<file path="src/rtl/blk_stream_sched.sv">
// blk_stream_sched: round-robin scheduler of two character streams onto one shared begin/end checker.
// Optional SCHED_STATS_EN adds saturating str_cnt/fail_cnt outputs.
module blk_stream_sched #(
  parameter int MAX_LEN = 255,
  parameter int TIMEOUT = 64,
  parameter int LEN_W = 16
) (
  input  logic       clk,
  input  logic       reset,
  input  logic       req0_valid,
  input  logic [7:0] req0_char,
  input  logic       req0_last,
  output logic       req0_ready,
  input  logic       req1_valid,
  input  logic [7:0] req1_char,
  input  logic       req1_last,
  output logic       req1_ready,
  output logic       chk_clr,
  output logic       chk_valid,
  output logic [7:0] chk_char,
  input  logic       chk_result,
  output logic       done0,
  output logic       done1,
  output logic       pass0,
  output logic       pass1,
  output logic       busy,
`ifdef SCHED_STATS_EN
  output logic [15:0] str_cnt,
  output logic [15:0] fail_cnt,
`endif
  output logic       grant_id
);
  typedef enum logic [2:0] {IDLE, CLEAR, STREAM, SETTLE, REPORT, ABORT} state_t;
  state_t state;
  logic last_grant, g_valid, g_last, pick, abort;
  logic [7:0] g_char;
  logic [LEN_W-1:0] len, tcnt, len_inc, tcnt_inc;
  always_comb begin
    g_valid = grant_id ? req1_valid : req0_valid;
    g_last = grant_id ? req1_last : req0_last;
    g_char = grant_id ? req1_char : req0_char;
    pick = req1_valid && (!req0_valid || !last_grant);
    len_inc = len + 1'b1;
    tcnt_inc = tcnt + 1'b1;
    // last wins over the length limit on the same character
    abort = g_valid ? (!g_last && len_inc == LEN_W'(MAX_LEN)) : (tcnt_inc == LEN_W'(TIMEOUT));
    chk_valid = state == STREAM && g_valid;
    chk_char = chk_valid ? g_char : 8'd32;
  end
  always_ff @(posedge clk or negedge reset) begin
    if (!reset) begin
      state <= IDLE;
      last_grant <= 1'b1;
      grant_id <= 1'b0;
      len <= '0;
      tcnt <= '0;
      chk_clr <= 1'b0;
      req0_ready <= 1'b0;
      req1_ready <= 1'b0;
      done0 <= 1'b0;
      done1 <= 1'b0;
      pass0 <= 1'b0;
      pass1 <= 1'b0;
      busy <= 1'b0;
    end else begin
      chk_clr <= 1'b0;
      done0 <= 1'b0;
      done1 <= 1'b0;
      pass0 <= 1'b0;
      pass1 <= 1'b0;
      case (state)
        IDLE: if (req0_valid || req1_valid) begin
          grant_id <= pick;
          chk_clr <= 1'b1;
          busy <= 1'b1;
          state <= CLEAR;
        end
        CLEAR: begin
          len <= '0;
          tcnt <= '0;
          req0_ready <= !grant_id;
          req1_ready <= grant_id;
          state <= STREAM;
        end
        STREAM: begin
          if (g_valid) begin
            len <= len_inc;
            tcnt <= '0;
          end else tcnt <= tcnt_inc;
          if ((g_valid && g_last) || abort) begin
            req0_ready <= 1'b0;
            req1_ready <= 1'b0;
            done0 <= abort && !grant_id;
            done1 <= abort && grant_id;
            state <= abort ? ABORT : SETTLE;
          end
        end
        SETTLE: begin
          done0 <= !grant_id;
          done1 <= grant_id;
          pass0 <= !grant_id && chk_result;
          pass1 <= grant_id && chk_result;
          state <= REPORT;
        end
        REPORT, ABORT: begin
          last_grant <= grant_id;
          busy <= 1'b0;
          state <= IDLE;
        end
        default: state <= IDLE;
      endcase
    end
  end
`ifdef SCHED_STATS_EN
  always_ff @(posedge clk or negedge reset) begin
    if (!reset) begin
      str_cnt <= '0;
      fail_cnt <= '0;
    end else begin
      if ((done0 || done1) && str_cnt != 16'hFFFF) str_cnt <= str_cnt + 1'b1;
      if (((done0 && !pass0) || (done1 && !pass1)) && fail_cnt != 16'hFFFF) fail_cnt <= fail_cnt + 1'b1;
    end
  end
`endif
endmodule

</file>
<file path="config.mk">
export PLATFORM = sky130hd
export DESIGN_NAME = blk_stream_sched
export DESIGN_NICKNAME = d
export VERILOG_FILES = /design/src/rtl/blk_stream_sched.sv
export SDC_FILE = /design/constraint.sdc
export NUM_CORES = 1
export LEC_CHECK = 0
export CAP_MARGIN = 10
export CORE_UTILIZATION = 45
export CTS_CLUSTER_SIZE = 10
export DETAILED_ROUTE_END_ITERATION = 10
export PLACE_DENSITY = 0.72
export SLEW_MARGIN = 20
export SYNTH_ARGS = -nofsm -noshare
export SYNTH_HDL_FRONTEND = slang
export SYNTH_SLANG_ARGS = --single-unit
</file>
<file path="constraint.sdc">
create_clock -name clk -period 6.8 [get_ports clk]
set_input_delay 1.36 -clock clk [delete_from_list [all_inputs] [get_ports clk]]
set_output_delay 1.36 -clock clk [all_outputs]
set_load 0.01 [all_outputs]
</file>
==> results by group <==
Global route
  • Remaining Overflow, GRT: 0
  • Pin count of the biggest net entering global routing: 46
  • GR Util All Layers: 0.206
  • GR Util met1: 0.270
  • Gr busiest metal: met2
  • GR met2 Demand/Resource: 0.349
  • Met3 Track Usage GR: 0.0422
  • Number of global-route vias before repair: 2290
  • First-pass GRT wire length: 10.6 mm
  • Initial antenna violation count: 0

Synthesis
  • EDFF count, synth: 0
  • Synth Area in Adders: 0.0132
  • Fraction of registers with async set or reset after synthesis: 1.00
  • Ys flop type: dfrtp_1
  • Cell count after synthesis: 334
  • Syn avg cell area: 8.51 µm²
  • Synth Area in Compound Gates: 0.211
  • Post-Synth XOR/XNOR Area: 0.0462
  • Post-synthesis register bit count: 45
  • Synth Area in Simple Gates: 0.251
  • Syn nets: 360
  • Distinct cell type count after synthesis: 53
  • YS warnings: 0
  • Largest family of logic cells by synthesized area: simple AND/OR/NAND/NOR gates
  • Mapped cell area: 2840 µm²
  • Multiplexer share of the synthesized area: 0.0432
  • Post-synthesis sequential area ratio: 0.397

Timing
  • Slew of the pin with the lowest slew margin: 795 ps
  • Slew Limit Fails: 0
  • Period utilization: 0.729
  • Clock Skews: 10.3 ps
  • RSZ-0062 raised after global routing: false
  • Max_slew headroom: 0.470
  • Fin crit period: 4960 ps
  • Fin Setup TNS: 0 ps
  • PnR worst setup slack: 1840 ps
  • Peak Freq: 202 MHz
  • Final setup violation count: 0
  • Final hold vios: 0

Clock network
  • Clock tree buffer depth: 2
  • Clk slew on worst S/H paths: 80 ps
  • CTS tree: built
  • Skew-Pair Late Insertion Delay: 300 ps
  • Total CTS buffers: 5
  • Post-CTS Setup Repair Bufs: 0
  • Root buf cell: clkbuf_8
  • Total clock sinks: 45
  • H-tree depth: 2
  • Hold Buf Count CTS: 0
  • CTS resizes: 0

Finish
  • # fillers: 538
  • Final Util: 0.565
  • Nets: 389
  • Layout cells sized above 1: 0.0659
  • Fin cells: 439
  • Area grow syn2layout: 19.0%
  • Antenna diode count: 0

Critical path
  • CP startpoint kind: input pin
  • CP Capture Type: primary output
  • Worst R2R Path Depth: 7
  • Crit path required time: 5440 ps
  • Worst Path Max Fanout: 24
  • Critical setup path kind: in -> out
  • CP arrival: 3600 ps
  • Crit Reg-Reg Startpoint: len[0]
  • Reg2reg setup slack: 4230 ps
  • RR Endpoint: state[0]

Drt
  • Total routed wirelength: 6.28 mm
  • Via count normalized by instance count: 5.83
  • DRC: 0
  • WL/cell: 14.3 µm
  • Routed via count: 2561
  • Final antenna-violating net count: 0
  • Detailed Routing Iterations Pass 1: 4
  • DRT iter0 DRCs: 205

Outcome
  • Status: completed

Worst hold path
  • Worst hold path type: reg -> reg
  • WHS Endpoint: busy
  • Worst Hold Path Cells: 1
  • Hold Startpoint: busy

Power
  • Switching pwr: 0.371 mW
  • Combinational power share: 0.389
  • Clock network power share: 0.216
  • Pleak: 1.30 nW
  • Internal: 0.585 mW
  • Pwr Density: 283 nW/µm²
  • Sequential power share: 0.395
  • Switching share of power: 0.388
  • VDD IR max: 158 µV

Floorplanning
  • Starting density of the core: 0.474
  • Core Area: 5990 µm²
  • Die width: 81.5 µm
  • Die H: 81.5 µm
  • I/O pins: 41
  • Row cnt: 28
  • Die area: 6640 µm²

Placed design
  • Pre-CTS WS: 1870 ps
  • Final HPWL DP: 4.35 mm
  • Routability cong.: 0.796
  • Placed Cells: 431
  • Buffers added on ports: 40

Job
  • MaxCap Viol Count: 0
-- per-stage QoR --
stage	total power [mW]	hold slack, ps	area, µm²
after floorplan	0.617	470	2840
after global placement	0.743	469	3260
after detailed placement	0.752	473	3260
after CTS	0.962	495	3370
after global routing	1.03	542	3380
final	0.956	492	3380
-- synth_stat cells, types with 2 or more instances --
cell type | count | area, µm²
a21o_1 | 5 | 37.5
a21oi_1 | 11 | 55.1
xor2_1 | 7 | 61.3
or4_1 | 2 | 15.0
nor2_1 | 33 | 124
a22o_1 | 3 | 26.3
o2111ai_1 | 2 | 17.5
and3_1 | 4 | 25.0
mux2i_1 | 10 | 100
a31oi_1 | 3 | 18.8
o21ai_0 | 43 | 215
nand3_1 | 15 | 75.1
nand2b_1 | 5 | 31.3
clkbuf_1 | 12 | 45.0
nand2_1 | 43 | 161
inv_1 | 7 | 26.3
buf_2 | 6 | 30.0
nor4_1 | 5 | 31.3
a31o_2 | 2 | 17.5
nor3b_1 | 3 | 22.5
o22ai_1 | 2 | 12.5
dfrtp_1 | 44 | 1100
nand4_1 | 10 | 62.6
a2111oi_4 | 2 | 55.1
o41ai_1 | 2 | 17.5
mux2_2 | 2 | 22.5
xnor2_1 | 8 | 70.1
nor3_1 | 11 | 55.1
ha_1 | 3 | 37.5
o31ai_1 | 6 | 45.0
-- registers in the layout, summed over array words and instances (netlist names) --
signal,flops
busy,1
chk_clr,1
done0,1
done1,1
grant_id,1
last_grant,1
len,16
pass0,1
pass1,1
req0_ready,1
req1_ready,1
state,3
tcnt,16
-- placed cells by master, fill, tap and decap left out, drive strengths merged, types with 2 or more instances in the layout --
master	synthesis	final
a211oi	2	2
nand4	10	10
a21oi	11	11
clkinv	1	2
nor3	11	11
buf	7	2
o22ai	2	2
nand3	17	17
nor2	33	33
xnor2	8	8
dfrtp	44	44
o31ai	6	6
clkbuf	12	5
or4	2	2
o21ai	43	43
a21o	5	5
nor4	5	5
a31o	2	2
a22o	3	3
mux2i	10	10
and3	4	4
mux2	2	2
o41ai	2	2
nor3b	3	3
clkdlybuf4s50	0	39
o2111ai	2	2
nand2b	5	5
ha	3	3
a2111oi	3	3
nand2	43	43
xor2	7	7
a31oi	3	3
inv	7	7
-- power groups by stage --
stage	sequential (mW)	combinational, mW	clock (mW)
detailed placement	0.382	0.369	0
finish	0.378	0.372	0.207
global placement	0.381	0.362	0
CTS	0.378	0.372	0.213
floorplan	0.346	0.271	0
global route	0.388	0.412	0.228
-- cells by family (layout without fill, tap and decap cells) --
kind of cell	count (synthesis)	in the layout
AOI/OAI and AO/OA	89	89
xor gates and xnor gates	15	15
adders and majority gates	3	3
buffers and inverters	27	57
DFF	45	45
muxes	12	12
and+or+nand+nor	143	143
-- layout make-up --
class                      count  area (µm²)  area share
clock buffer                   5        68.8      0.0203
multi-input combinational    262        1610       0.476
tap                           75        93.8      0.0277
sequential                    45        1130       0.333
clock inverter                 3        46.3      0.0137
inverter                       8        30.0     0.00888
timing repair buffer          41         405       0.120
-- worst max-delay path by stage --
stage | start | to | slack, ps | depth (start not counted)
floorplan | req0_valid | chk_char[0] | 3190 | 5
global placement | req0_valid | chk_char[5] | 1930 | 8
detailed placement | req0_valid | chk_char[5] | 1870 | 8
CTS | req0_valid | chk_char[5] | 1860 | 8
global route | req0_valid | chk_char[5] | 1700 | 8
finish | req0_valid | chk_char[5] | 1840 | 8
-- routing by layer --
layer | vias up | part of all wire
met5 | - | 0
met4 | 0 | 0.0046
met3 | 2 | 0.041
met2 | 70 | 0.49
met1 | 1222 | 0.47
li1 | 1267 | -
-- worst max-delay path: stages --
cell and delay, ps:
clkdlybuf4s50_1 500, nor2b_1 200, a21o_1 270, nand2_1 80
buf_4 250, clkinv_1 270, nand2_1 120, clkdlybuf4s50_1 540
Power figures use the tool's default switching activity.
